===== src/rtl/mio_pkg.sv =====
// Shared constants and index helpers for the MIO receive-side arbiter and
// any other rotating-priority scheduler built on mrx_arb_rr.
package mio_pkg;

   localparam int MRX_ARB_NMAX = 8;
   localparam int MRX_ARB_IDW  = 3;

   // Encodes a one-hot (or all-zero) vector into its bit index; all-zero gives 0.
   function automatic logic [MRX_ARB_IDW-1:0] onehot_to_idx(
      input logic [MRX_ARB_NMAX-1:0] oh
   );
      logic [MRX_ARB_IDW-1:0] idx;
      idx = '0;
      for (int i = 0; i < MRX_ARB_NMAX; i++) begin
         if (oh[i]) idx = idx | MRX_ARB_IDW'(i);
      end
      return idx;
   endfunction

   function automatic logic [MRX_ARB_IDW-1:0] next_idx(
      input logic [MRX_ARB_IDW-1:0] idx,
      input int                     n
   );
      if (int'(idx) + 1 >= n) return '0;
      return idx + 1'b1;
   endfunction

endpackage


===== src/rtl/mrx_arb_rr.sv =====
// Combinational rotating-priority picker: the first set bit of req at or
// after ptr (with wrap) wins; gnt is one-hot, or zero when req is zero.
module mrx_arb_rr
   import mio_pkg::*;
#(
   parameter int N = 4
) (
   input  logic [N-1:0]           req,
   input  logic [MRX_ARB_IDW-1:0] ptr,
   output logic [N-1:0]           gnt,
   output logic [MRX_ARB_IDW-1:0] win
);

   logic [N-1:0] rot;
   logic [N-1:0] gnt_rot;

   // Rotate so ptr sits at bit 0, isolate the lowest set bit, rotate back.
   always_comb begin
      rot     = N'({req, req} >> ptr);
      gnt_rot = rot & (~rot + N'(1));
      gnt     = N'(({gnt_rot, gnt_rot} << ptr) >> N);
      win     = onehot_to_idx(MRX_ARB_NMAX'(gnt));
   end

endmodule


===== src/rtl/mrx_arbiter.sv =====
// Round-robin arbiter merging N receive FIFOs onto one emesh port through a
// one-deep output register. Optional grant lock: define MRX_ARB_LOCK_EN.
module mrx_arbiter
   import mio_pkg::*;
#(
   parameter int N        = 4,
   parameter int PW       = 104,
   parameter int LOCK_MAX = 4
) (
   input  logic                   clk,
   input  logic                   reset,
   input  logic [N-1:0]           en,
   input  logic [N-1:0]           access_in,
   input  logic [N*PW-1:0]        packet_in,
   output logic [N-1:0]           wait_out,
   output logic                   access_out,
   output logic [PW-1:0]          packet_out,
   output logic [MRX_ARB_IDW-1:0] grant_id,
   input  logic                   wait_in
);

   if (N < 2 || N > MRX_ARB_NMAX) begin : g_bad_n
      $error("mrx_arbiter: N out of range");
   end
   if (LOCK_MAX < 1 || LOCK_MAX > 15) begin : g_bad_lock
      $error("mrx_arbiter: LOCK_MAX out of range");
   end

   // Handshake on both sides: a transfer happens on a clk edge where access is
   // high and the matching wait is low; while wait is high the sender holds
   // access and packet unchanged.

   logic                   ld;
   logic [N-1:0]           req;
   logic [N-1:0]           rr_gnt;
   logic [MRX_ARB_IDW-1:0] rr_win;
   logic [MRX_ARB_IDW-1:0] rr_ptr;
   logic [N-1:0]           gnt;
   logic [MRX_ARB_IDW-1:0] win;
   logic [MRX_ARB_IDW-1:0] ptr;
   logic [PW-1:0]          sel_pkt;

   assign ld  = ~access_out | ~wait_in;
   assign req = access_in & en;

   mrx_arb_rr #(.N(N)) u_rr (
      .req (req),
      .ptr (rr_ptr),
      .gnt (rr_gnt),
      .win (rr_win)
   );

`ifdef MRX_ARB_LOCK_EN
   logic [3:0]   lock_cnt;
   logic [3:0]   lock_cnt_nxt;
   logic [N-1:0] last_oh;
   logic         lock_hold;

   // While a lock is open, ptr is stale; the search restarts after the holder.
   assign last_oh      = N'(1) << grant_id;
   assign lock_hold    = (lock_cnt != 4'd0) && ((req & last_oh) != '0);
   assign rr_ptr       = (lock_cnt != 4'd0) ? next_idx(grant_id, N) : ptr;
   assign gnt          = lock_hold ? last_oh : rr_gnt;
   assign win          = lock_hold ? grant_id : rr_win;
   assign lock_cnt_nxt = lock_hold ? lock_cnt + 4'd1 : 4'd1;
`else
   assign rr_ptr = ptr;
   assign gnt    = rr_gnt;
   assign win    = rr_win;
`endif

   always_comb begin
      sel_pkt = '0;
      for (int i = 0; i < N; i++) begin
         if (gnt[i]) sel_pkt = packet_in[i*PW +: PW];
      end
   end

   // No grant is issued while reset is high, so every requester sees wait.
   assign wait_out = ~({N{ld & ~reset}} & gnt);

   always_ff @(posedge clk) begin
      if (reset) begin
         access_out <= 1'b0;
         packet_out <= '0;
         grant_id   <= '0;
         ptr        <= '0;
`ifdef MRX_ARB_LOCK_EN
         lock_cnt   <= 4'd0;
`endif
      end else if (ld) begin
         if (req != '0) begin
            access_out <= 1'b1;
            packet_out <= sel_pkt;
            grant_id   <= win;
`ifdef MRX_ARB_LOCK_EN
            if (int'(lock_cnt_nxt) >= LOCK_MAX) begin
               ptr      <= next_idx(win, N);
               lock_cnt <= 4'd0;
            end else begin
               lock_cnt <= lock_cnt_nxt;
            end
`else
            ptr        <= next_idx(win, N);
`endif
         end else begin
            access_out <= 1'b0;
`ifdef MRX_ARB_LOCK_EN
            if (lock_cnt != 4'd0) begin
               ptr      <= next_idx(grant_id, N);
               lock_cnt <= 4'd0;
            end
`endif
         end
      end
   end

endmodule


===== config.mk =====
export PLATFORM = sky130hd
export DESIGN_NAME = mrx_arbiter
export DESIGN_NICKNAME = d
export VERILOG_FILES = /design/src/rtl/mio_pkg.sv /design/src/rtl/mrx_arb_rr.sv /design/src/rtl/mrx_arbiter.sv
export SDC_FILE = /design/constraint.sdc
export NUM_CORES = 1
export LEC_CHECK = 0
export CORE_AREA = 10 10 203 205
export CTS_CLUSTER_DIAMETER = 50
export CTS_CLUSTER_SIZE = 8
export DETAILED_ROUTE_END_ITERATION = 7
export DIE_AREA = 0 0 213 215
export DONT_BUFFER_PORTS = 1
export SYNTH_ARGS = -nofsm -noshare
export SYNTH_HDL_FRONTEND = slang
export SYNTH_HIERARCHICAL = 1
export SYNTH_SLANG_ARGS = --single-unit

===== constraint.sdc =====
create_clock -name clk -period 3.4 [get_ports clk]
set_input_delay 0.34 -clock clk [delete_from_list [all_inputs] [get_ports clk]]
set_output_delay 0.34 -clock clk [all_outputs]
set_load 0.01 [all_outputs]

==> results_dict.tcl, run 1 <==
set metrics [dict create \
    critPathMaxFanout 48 \
    wl_um 31600 \
    slew_headroom_pct 50.3 \
    fin_crit_sh_pct 90.1 \
    dpl-instance-area_um2 6990 \
    grt_pass1_vias 6552 \
    cts_tree "yes" \
    tightest_slew_ps 743 \
    fp-row-count 71 \
    critPathBufInv 1 \
    io_pins 539 \
    synth_seq_cells 111 \
    worstPathCellList "nor2b_1 > a2111oi_4 > o221ai_2 > a31oi_4 > buf_4 > nand2_1" \
    r2r_cells 8 \
    drv_slew 0 \
    outcome "finished clean" \
    first_pass_iters 5 \
    fin_crit_ps 3060 \
    grt_overflow 0 \
    cts_root_buf "clkbuf_16" \
    synth_async_sr_flop_share_pct 0 \
    final_area_um2 7340 \
    gp_congestion 0.847 \
    portBuffers 0 \
    die_area_um2 45800 \
    drive_gt1_share_pct 7.11 \
    clk_latency_ps 390 \
    cellPowerDensity_nw_per_um2 526 \
    fillCellCount 4100 \
    rrSetupSlack_ps 430 \
    core_area_um2 37200 \
    path_class "flip-flop to output pin" \
    grt_antenna_before_repair 3 \
    drc 0 \
    avgSynthCellArea_um2 8.25 \
    multiInputGateArea_um2 3900 \
    start_kind "flip-flop" \
    clkTransAtPathRegs_ps 80 \
    synthCells 785 \
    r2r_end "packet_out[62]" \
    synth_cell_types 41 \
    wire_per_inst_um 25.9 \
    hold_ws_ps 46.6 \
    area_growth_pct 13.3 \
    hold_viol_final 0 \
    crit_path_top_delay_cell "dfxtp_1" \
    max-clock-path-buffers 2 \
    cts_buffers 9 \
    fin_nets 1168 \
    whs_endpoint "ptr[0]" \
    yosysSeqAreaShare_pct 34.3 \
    h-tree-depth 3 \
    cp_top_family "compound AO/OA/AOI/OAI gates" \
    final_antenna_net_count 0 \
    end_kind "output pin" \
    ys.flop_type "dfxtp_1" \
    utilization_pct 19.7 \
    die_x_um 213 \
    leakage_nw 2.51 \
    fp.dieH_um 215 \
    max_freq_mhz 326 \
    peakVddDrop_mv 0.249 \
    r2r_start "ptr[0]" \
    tns_ps 0 \
    worstHoldStart "reset" \
    vias 6459 \
    start_util_pct 17.4 \
    hold_path.class "primary input to flip-flop" \
    drtIter0Drc 521 \
    syn-cell-area_um2 6480 \
    drv_cap 0 \
    cp_data_required_time_ps 3060 \
    dp.cells 1197 \
    critPathMaxStageDelay_ps 590 \
    vias_per_cell 5.29 \
    synth_nets 1213 \
    finalSetupViolCount 0 \
    fin_skew_ps 10.4 \
    grt_pass1_wl_um 43500 \
    hold_depth 1 \
    seqCellArea_um2 2220 \
    worstPathArrival_ps 2720 \
    grt_setup_unrepaired "no" \
    fin_cells 1221 \
    synth_edf_count 0 \
    hpwlAfterDp_um 25400 \
    grt_use_total_pct 12.7 \
    cts_sinks 111 \
    yosysWarningCount 6 \
    grt_max_degree 64 \
]
## worst max-delay path by stage
| stage | from | endpoint | slack (ps) | cells after the start |
|---|---|---|---|---|
| finish | ptr[0] | wait_out[2] | 340 | 6 |
| global route | ptr[0] | wait_out[2] | 160 | 6 |
| CTS | ptr[1] | wait_out[2] | 200 | 6 |
| detailed placement | ptr[0] | packet_out[54] | 300 | 9 |
| global placement | ptr[1] | packet_out[56] | 400 | 8 |
| floorplan | access_in[0] | packet_out[89] | 800 | 10 |
## synth_stat cells (5+ instances only)
| library cell | number | area [µm²] |
|---|---|---|
| nand2_1 | 113 | 424 |
| dfxtp_1 | 111 | 2220 |
| a21oi_1 | 110 | 551 |
| nand2b_1 | 107 | 669 |
| a32o_1 | 105 | 1050 |
| a22oi_1 | 103 | 773 |
| clkbuf_1 | 58 | 218 |
| buf_2 | 14 | 70.1 |
| buf_6 | 8 | 90.1 |
| and2_1 | 6 | 37.5 |
| nor2_1 | 6 | 22.5 |
| nor2b_1 | 5 | 31.3 |
## cells by family (layout without fill, tap and decap cells)
family / count (synthesis) / in the layout / share of synthesized area [%]
AOI/OAI and AO/OA: 335 / 335 / 39.1
adders and majority gates: 1 / 1 / 0.193
buffers and inverters: 86 / 46 / 6.30
DFF: 111 / 111 / 34.3
muxes: 3 / 3 / 0.464
other: 1 / 3 / 0.0579
and+or+nand+nor: 248 / 248 / 19.5
## cell type report
class                      count  area share, %
inverter                       2          0.102
clock buffer                  12           3.36
tap                          474           8.08
antenna                        2         0.0682
multi-input combinational    588           53.1
timing repair buffer          28           4.26
clock inverter                 4          0.716
sequential                   111           30.3
## worst register-to-register path, stage by stage (launching register included)
cell,delay (ps)
dfxtp_1,590
nor2b_1,190
a2111oi_4,340
o21ai_1,200
o21ai_4,630
buf_12,330
buf_12,270
nand2b_1,70
a32o_1,250
## sequential cells by signal, indices dropped and copies added, names as in the netlist
| register | flops |
|---|---|
| ptr | 3 |
| grant_id | 3 |
| access_out | 1 |
| packet_out | 104 |
## where the power goes
group	leakage (nW)	switching (mW)	internal [mW]
clock	0.148	0.546	0.597
sequential	0.910	0.239	1.46
combinational	1.45	0.588	0.426
total	2.51	1.37	2.48
## per-stage QoR
step,setup WS [ps],power [mW]
3_5_place_dp,304,2.74
3_3_place_gp,399,2.71
2_1_floorplan,800,2.42
5_1_grt,157,4.11
4_1_cts,199,3.92
6_report,336,3.86
## placed cells by master, fill, tap and decap left out, types with 2 or more instances in the layout
| cell | count |
|---|---|
| a32o_1 | 105 |
| nand3b_1 | 2 |
| nand3_1 | 2 |
| diode_2 | 2 |
| inv_6 | 2 |
| or3b_2 | 2 |
| and2_1 | 5 |
| buf_12 | 8 |
| inv_1 | 2 |
| buf_4 | 19 |
| a21oi_1 | 110 |
| nor2_1 | 6 |
| mux2i_1 | 3 |
| o21ai_1 | 2 |
| a22oi_1 | 103 |
| nand2_1 | 113 |
| dfxtp_1 | 110 |
| clkbuf_1 | 2 |
| clkbuf_16 | 9 |
| nand2b_1 | 107 |
| nor2b_1 | 4 |
## per-layer routing
metal | vias up | GRT usage (%) | part of all wire [%]
met5 | - | 0 | 0.041
li1 | 2874 | - | -
met2 | 445 | 22.3 | 50
met1 | 3103 | 12.8 | 35
met4 | 2 | 4.02 | 2.0
met3 | 35 | 6.40 | 13
## timing repair
| item | in CTS | in global routing |
|---|---|---|
| setup endpoints to repair | 0 | 3 |
| resized for setup | 0 | 1 |
| hold endpoints to repair | 5 | 0 |
| setup buffers | 0 | 5 |
| hold buffers | 1 | 0 |
(Power assumes the default switching activity.)
==> inputs of run 2 (changes only) <==
- PLACE_DENSITY: not set -> 0.4
==> run 2 against run 1 <==
- hold slack gained 27 ps
- utilization shrank 0.18 points
- combinational power is essentially flat
- via count shrank 3.4%
- clock skew shrank 2.5 ps
- register-to-register slack lost 110 ps
- highest routed layer unchanged
- flip-flop and latch count is the same
- power shrank 0.36%
- routed wire length grew 2.3%
- sequential share of layout area grew 0.27 points
- global-route usage grew 0.62 points
- die area is the same
==> results_dict.tcl, run 2 (same netlist as run 1, synthesis figures left out) <==
set metrics [dict create \
    io_pins 539 \
    largest_reg_flops 104 \
    clkTransAtPathRegs_ps 80 \
    fp-row-count 71 \
    start_kind "flip-flop" \
    cts_sinks 111 \
    final_area_um2 7270 \
    fin_crit_ps 3130 \
    fin_nets 1156 \
    r2r_start "ptr[0]" \
    grt_overflow 0 \
    drtIter0Drc 444 \
    path_class "flip-flop to output pin" \
    die_x_um 213 \
    tightest_slew_ps 701 \
    final_antenna_net_count 0 \
    gp_congestion 0.797 \
    outcome "finished clean" \
    h-tree-depth 3 \
    setup_slack_ps 274 \
    grt_setup_unrepaired "no" \
    fp.dieH_um 215 \
    portBuffers 0 \
    top_register "packet_out" \
    area_growth_pct 12.2 \
    hold_path.class "primary input to flip-flop" \
    cp_data_required_time_ps 3060 \
    critPathMaxStageDelay_ps 760 \
    fin_cells 1209 \
    top_regs "packet_out (104), grant_id (3), ptr (3)" \
    tns_ps 0 \
    finalSetupViolCount 0 \
    grt_antenna_before_repair 3 \
    peakVddDrop_mv 0.231 \
    drc 0 \
    max-clock-path-buffers 2 \
    worstPathCellList "nor2b_1 > a211oi_1 > o221ai_2 > a31oi_4 > buf_4 > nand2_1" \
    startpoint "ptr[1]" \
    hpwlAfterDp_um 25200 \
    grt_pass1_wl_um 45900 \
    start_util_pct 17.4 \
    first_pass_iters 5 \
    critPathBufInv 1 \
    cts_buffers 9 \
    cts_root_buf "clkbuf_16" \
    cp_top_family "compound AO/OA/AOI/OAI gates" \
    fin_skew_ps 7.84 \
    worstPathArrival_ps 2790 \
    drive_gt1_share_pct 5.73 \
    final_common_cell "nand2_1" \
    fin_crit_sh_pct 91.9 \
    drv_slew 0 \
    vias 6241 \
    worstHoldStart "reset" \
    clk_latency_ps 380 \
    max_freq_mhz 320 \
    cellPowerDensity_nw_per_um2 529 \
    grt_use_total_pct 13.3 \
    pre_cts_slack_ps 310 \
    vias_per_cell 5.16 \
    dp.cells 1190 \
    core_area_um2 37200 \
    drv_cap 0 \
    die_area_um2 45800 \
    grt_pass1_vias 6645 \
    post_cts_resized 0 \
    slew_headroom_pct 53.2 \
    rrSetupSlack_ps 320 \
    dpl-instance-area_um2 6950 \
    critPathMaxFanout 50 \
    leakage_nw 2.45 \
    wl_um 32400 \
    hold_viol_final 0 \
    layout_common_cells "113 x nand2_1, 111 x dfxtp_1, 110 x a21oi_1" \
    hold_ws_ps 73.8 \
    crit_path_top_delay_cell "dfxtp_1" \
    cts_tree "yes" \
    end_kind "output pin" \
    wire_per_inst_um 26.8 \
    grt_max_degree 105 \
]
-- run 2: stage by stage --
stage / utilization, % / total power [mW]
3_5_place_dp: 18.7 / 2.75
2_1_floorplan: - / 2.42
5_1_grt: 19.5 / 4.12
3_3_place_gp: 18.7 / 2.75
4_1_cts: 19.5 / 3.94
6_report: 19.5 / 3.84
-- run 2: power by group --
part           internal (mW)  leakage, nW  switching, mW
clock                  0.596        0.153          0.546
combinational          0.412         1.39          0.590
sequential              1.46        0.909          0.239
-- run 2: layer usage --
| metal | GRT usage [%] | part of all wire (%) |
|---|---|---|
| met4 | 4.26 | 1.6 |
| met5 | 0 | 0.040 |
| met1 | 13.4 | 36 |
| met3 | 5.98 | 11 |
| met2 | 23.9 | 52 |
-- run 2: final timing paths --
path	end	depth (start not counted)
setup / recovery	wait_out[2]	6
hold / removal	ptr[0]	1
setup reg to reg	packet_out[57]	11
hold reg to reg	packet_out[43]	1
-- run 2: layout make-up --
cell class              instances  area, µm²
fillers                      4127      30000
multi-input cells             588       3900
flip-flops and latches        111       2220
well taps                     474        593
clock buffers                  10        239
repair buffers                 16        235
clock inverters                 6       70.1
inverters                       2       7.51
diodes                          2       5.00
-- run 2: what timing repair did --
action,in CTS,in global routing
endpoints found under the setup margin,0,0
hold endpoints to repair,5,0
hold buffers,1,0
buffers inserted,0,0
